$ cat config.mk
export PLATFORM = sky130hd
export DESIGN_NAME = dma_status_register
export DESIGN_NICKNAME = d
export VERILOG_FILES = /design/src/rtl/dma_status_register.sv
export SDC_FILE = /design/constraint.sdc
export NUM_CORES = 1
export LEC_CHECK = 0
export ABC_AREA = 1
export ABC_CLOCK_PERIOD_IN_PS = 2420
export CAP_MARGIN = 10
export CORE_MARGIN = 3
export CORE_UTILIZATION = 52
export CTS_BUF_LIST = sky130_fd_sc_hd__clkbuf_8
export DETAILED_ROUTE_END_ITERATION = 7
export PLACE_DENSITY = 0.86
export RECOVER_POWER = 25
export SETUP_SLACK_MARGIN = 0.4
export SYNTH_ARGS = -nofsm -noshare
export SYNTH_HDL_FRONTEND = slang
export SYNTH_SLANG_ARGS = --single-unit
$ cat constraint.sdc
create_clock -name clk -period 2.42 [get_ports clk]
set_input_delay 0.484 -clock clk [delete_from_list [all_inputs] [get_ports clk]]
set_output_delay 0.484 -clock clk [all_outputs]
set_load 0.02 [all_outputs]
$ cat src/rtl/dma_status_register.sv
// dma_status_register: DMA status word (TC latches + request-pending bits) with a snapshot read port
module dma_status_register #(
  parameter int SYNC_STAGES = 2,
  parameter logic [3:0] STATUS_ADDR = 4'h8
) (
  input  logic       clk,
  input  logic       RESET,
  input  logic       master_clear,
  input  logic       cs_n,
  input  logic       ior_n,
  input  logic [3:0] addr,
  input  logic [3:0] dreq,
  input  logic       dreq_pol,
  input  logic       ctrl_disable,
  input  logic [3:0] sw_req,
  input  logic [3:0] tc_pulse,
  output logic [7:0] db_out,
  output logic       db_oe,
  output logic       tc_any
);
  typedef enum logic [1:0] {IDLE, READ, RECOVER} state_t;
  state_t state, state_nx;
  logic clr, ior_q, sel, start, done;
  logic [SYNC_STAGES-1:0][3:0] sync_q;
  logic [3:0] req_act, req_sync, tc_flags, tc_nx, snap;
  logic [7:0] status;
  assign clr = RESET | master_clear;
  assign req_act = dreq ~^ {4{dreq_pol}};
  assign req_sync = sync_q[SYNC_STAGES-1];
  assign status = {(req_sync & {4{~ctrl_disable}}) | sw_req, tc_flags};
  assign sel = ~cs_n & (addr == STATUS_ADDR);
  assign start = (state == IDLE) & sel & ~ior_n & ior_q;
  assign done = (state == READ) & (ior_n | cs_n);
  assign tc_nx = (tc_flags & ~(done ? snap : 4'h0)) | tc_pulse;
  // Read FSM state register
  always_ff @(posedge clk)
    state <= clr ? IDLE : state_nx;
  // Read FSM next state: a fresh sampled falling edge is needed to leave IDLE
  always_comb begin
    state_nx = state;
    state_nx = start ? READ : done ? RECOVER : (state == RECOVER && ior_n) ? IDLE : state;
  end
  // DREQ synchronizer after polarity correction
  always_ff @(posedge clk)
    sync_q <= clr ? '0 : {sync_q[SYNC_STAGES-2:0], req_act};
  // Strobe history, TC latches, snapshot and bus outputs; ior_q clears low so a held strobe cannot re-trigger
  always_ff @(posedge clk) begin
    if (clr) begin
      ior_q <= 1'b0;
      tc_flags <= '0;
      tc_any <= 1'b0;
      snap <= '0;
      db_out <= '0;
      db_oe <= 1'b0;
    end else begin
      ior_q <= ior_n;
      tc_flags <= tc_nx;
      tc_any <= |tc_nx;
      snap <= start ? status[3:0] : snap;
      db_out <= start ? status : done ? 8'h00 : db_out;
      db_oe <= start ? 1'b1 : done ? 1'b0 : db_oe;
    end
  end
endmodule
==> run_results.csv <==
group,metric,value,unit
status,status,"finished clean",
synthesis,syn_area_per_cell,8.41,um2
synthesis,synth_area,1150,um2
floorplanning,boundaryPins,33,
drt,wl,2510,um
pwr,comb_power_share,0.081,
cts,post_cts_resize_count,0,
worst_setup_path,path_cells,"clkdlybuf4s50_1",
cts,clkTransAtPathRegs,0.06,ns
timing,fin_skew,0.00474,ns
synthesis,synth_compound_area_frac,0.0869,
drt,ant_nets,0,
finish,antennaDiodeCount,0,
global_routing,grt_usage,0.207,
cts,clk_latency,0.27,ns
global_routing,grt_max_degree,22,
synthesis,synthTopCellsByArea,"dfxtp_1 (50%), nand3_1 (6.9%), nand2_1 (6.2%)",
synthesis,yosysTopAreaCell,"dfxtp_1",
cts,post_cts_buffers,0,
synthesis,netlist.area_leader.share,0.504,
drt,drt-pass1-iter-count,4,
worst_setup_path,critical_path.slowest_cell,"clkdlybuf4s50_1",
timing,fmax,0.589,GHz
cts,cts_made_buffers,5,
placement,postPlaceCellArea,1490,um2
pwr,seqPwrFrac,0.456,
worst_setup_path,end_kind,"primary output",
drt,wl_per_cell,12.5,um
finish,multi_input_area,477,um2
global_routing,grt_pass1_vias,982,
worst_setup_path,cp_slowest_stage_delay,0.61,ns
synthesis,synth-xor-area-share,0.0304,
drt,drt_iter0_drc,22,
min_path,hold_class,"reg2reg",
worst_setup_path,start_kind,"register",
cts,cts_tree,"yes",
floorplanning,start_util,0.570,
floorplanning,fp.dieH,53.1,um
finish,final_cell_mix,"clkdlybuf4s50_1 (31), dfxtp_1 (29), nand2_1 (19), inv_1 (18), nand3_1 (16)",
timing,fin_crit_sh,0.701,
finish,post-route-cell-area,1610,um2
worst_setup_path,worst_path_dominant_cell_family,"buffers and inverters",
worst_setup_path,r2r_end,"db_out[4]",
run,drv_cap,0,
pwr,p_total,1.08,mW
floorplanning,core,2020,um2
pwr,p_int,0.865,mW
cts,clock-root-buffer,"clkbuf_8",
synthesis,synthMuxAreaShare,0,
worst_setup_path,path_buf_inv,1,
timing,worstMarginPinSlew,0.676,ns
global_routing,overflow,0,
drt,drc_errors,0,
finish,final_util,0.795,
global_routing,antenna_found_initial,0,
worst_setup_path,reg2reg_from,"ior_q",
timing,hold_violations,0,
timing,grt_setup_unrepaired,"false",
worst_setup_path,arrival,1.21,ns
finish,mostFrequentLayoutCell,"clkdlybuf4s50_1",
worst_setup_path,setup.worst_path.end,"db_out[6]",
synthesis,synth_seq_cells,29,
drt,via_count,1038,
synthesis,synth_cell_type_count,22,
timing,finalMaxSlewViolations,0,
worst_setup_path,rrSetupSlack,1.14,ns
drt,vias_per_cell,5.16,
floorplanning,die_x,53.1,um
global_routing,grt_pass1_wl,4120,um
finish,fillers,143,
synthesis,ys_seq_area_frac,0.504,
worst_setup_path,crit_start,"db_out[6]",
cts,cts.htree.levels,2,
finish,stdcell_count,201,
placement,place_congestion,0.739,
finish,drive_above_1_share,0.109,
pwr,power_density,670,nW/um2
finish,nets,196,
pwr,ir_drop,0.000534,V
cts,postCtsHoldBufs,0,
timing,setup_viol,0,
timing,fin_tns_setup,0,ns
finish,synthToLayoutAreaGrowth,39.4,%
finish,seqCellArea,581,um2
worst_setup_path,path_depth,1,
cts,clockBufferDepth,2,
worst_setup_path,path_max_fanout,2,
placement,portBuffers,32,
pwr,p_sw_frac,0.196,
pwr,clock_power_share,0.463,
pwr,leakagePower,0.666,nW
worst_setup_path,critPathKind,"reg2out",
worst_setup_path,crit_required,1.94,ns
floorplanning,die_area,2820,um2
cts,clock_sinks,29,
synthesis,synthAdderAreaFrac,0,
floorplanning,fp-row-count,16,
synthesis,synth_warnings,0,
synthesis,synth-simple-area-share,0.296,
placement,dp.cells,193,
placement,dp_hpwl,1860,um
synthesis,synth_top_family_by_area,"simple AND/OR/NAND/NOR gates",
pwr,p_sw,0.210,mW
worst_setup_path,rr_worst_depth,4,
timing,slew_headroom,0.549,
synthesis,synth.net_count,160,
timing,min_period,1.70,ns
synthesis,synth_cells,137,
-- layout make-up --
type | instances | share of cell area
Clock buffer | 6 | 0.0514
Sequential cell | 29 | 0.361
Multi-Input combinational cell | 85 | 0.297
Clock inverter | 2 | 0.0210
Tap cell | 27 | 0.0210
Inverter | 19 | 0.0444
Timing Repair Buffer | 33 | 0.204
-- state kept, by name (all words and copies together) (netlist names) --
| name | cells |
|---|---|
| db_oe | 1 |
| db_out | 8 |
| ior_q | 1 |
| req_sync | 4 |
| snap | 4 |
| state | 2 |
| sync_q | 4 |
| tc_any | 1 |
| tc_flags | 4 |
-- synth_stat cells --
master and number:
inv_1 17, nor3_1 1, nand4_1 8, a22oi_1 1, nand2_2 2, and3_2 1
nor2_2 1, nor3b_4 1, clkbuf_1 2, a21oi_2 2, nor2_1 14, nand2_1 19
nor3_4 1, inv_2 2, buf_6 1, nand3_1 16, buf_2 1, dfxtp_1 29
xor2_1 4, nand4_4 1, a21oi_1 9, o21bai_1 4
-- metal layers --
metal | vias to the layer above | GRT usage | share of wire
li1 | 518 | - | -
met1 | 480 | 0.217 | 0.40
met2 | 33 | 0.360 | 0.50
met3 | 7 | 0.0732 | 0.073
met4 | 0 | 0.111 | 0.020
met5 | - | 0 | 0
-- worst reg2reg max path: cells and delay by family (launching register included) --
family / cells / cell delay [ns]
flip-flops: 1 / 0.31
AO/OA/AOI/OAI: 1 / 0.08
AND/OR/NAND/NOR: 3 / 0.75
-- power by group through the flow --
stage	Sequential, mW	Combinational [mW]	Clock (mW)
2_1_floorplan	0.501	0.0371	0
3_3_place_gp	0.501	0.0835	0
3_5_place_dp	0.501	0.0870	0
4_1_cts	0.491	0.0881	0.507
5_1_grt	0.491	0.0943	0.529
6_report	0.491	0.0868	0.498
-- stage by stage --
step | hold WS (ns) | worst slack (ns)
floorplan | 0.394 | 1.12
global placement | 0.399 | 0.576
detailed placement | 0.399 | 0.487
CTS | 0.408 | 0.702
global route | 0.435 | 0.665
finish | 0.410 | 0.723
-- cell families (layout without fill, tap and decap cells) --
kind of cell / Yosys count / in the layout
xor+xnor: 4 / 4
compound gates: 16 / 16
simple gates: 65 / 65
flops: 29 / 29
buf+inv: 23 / 60
-- worst min path at each step --
stage | start | endpoint | slack [ns] | depth (start not counted)
CTS | sync_q[2] | req_sync[2] | 0.41 | 2
global placement | sync_q[1] | req_sync[1] | 0.40 | 2
detailed placement | sync_q[2] | req_sync[2] | 0.40 | 2
floorplan | sync_q[0] | req_sync[0] | 0.39 | 2
finish | sync_q[2] | req_sync[2] | 0.41 | 2
global route | sync_q[1] | req_sync[1] | 0.44 | 2
Note: power is estimated with default switching activity, not from simulation.
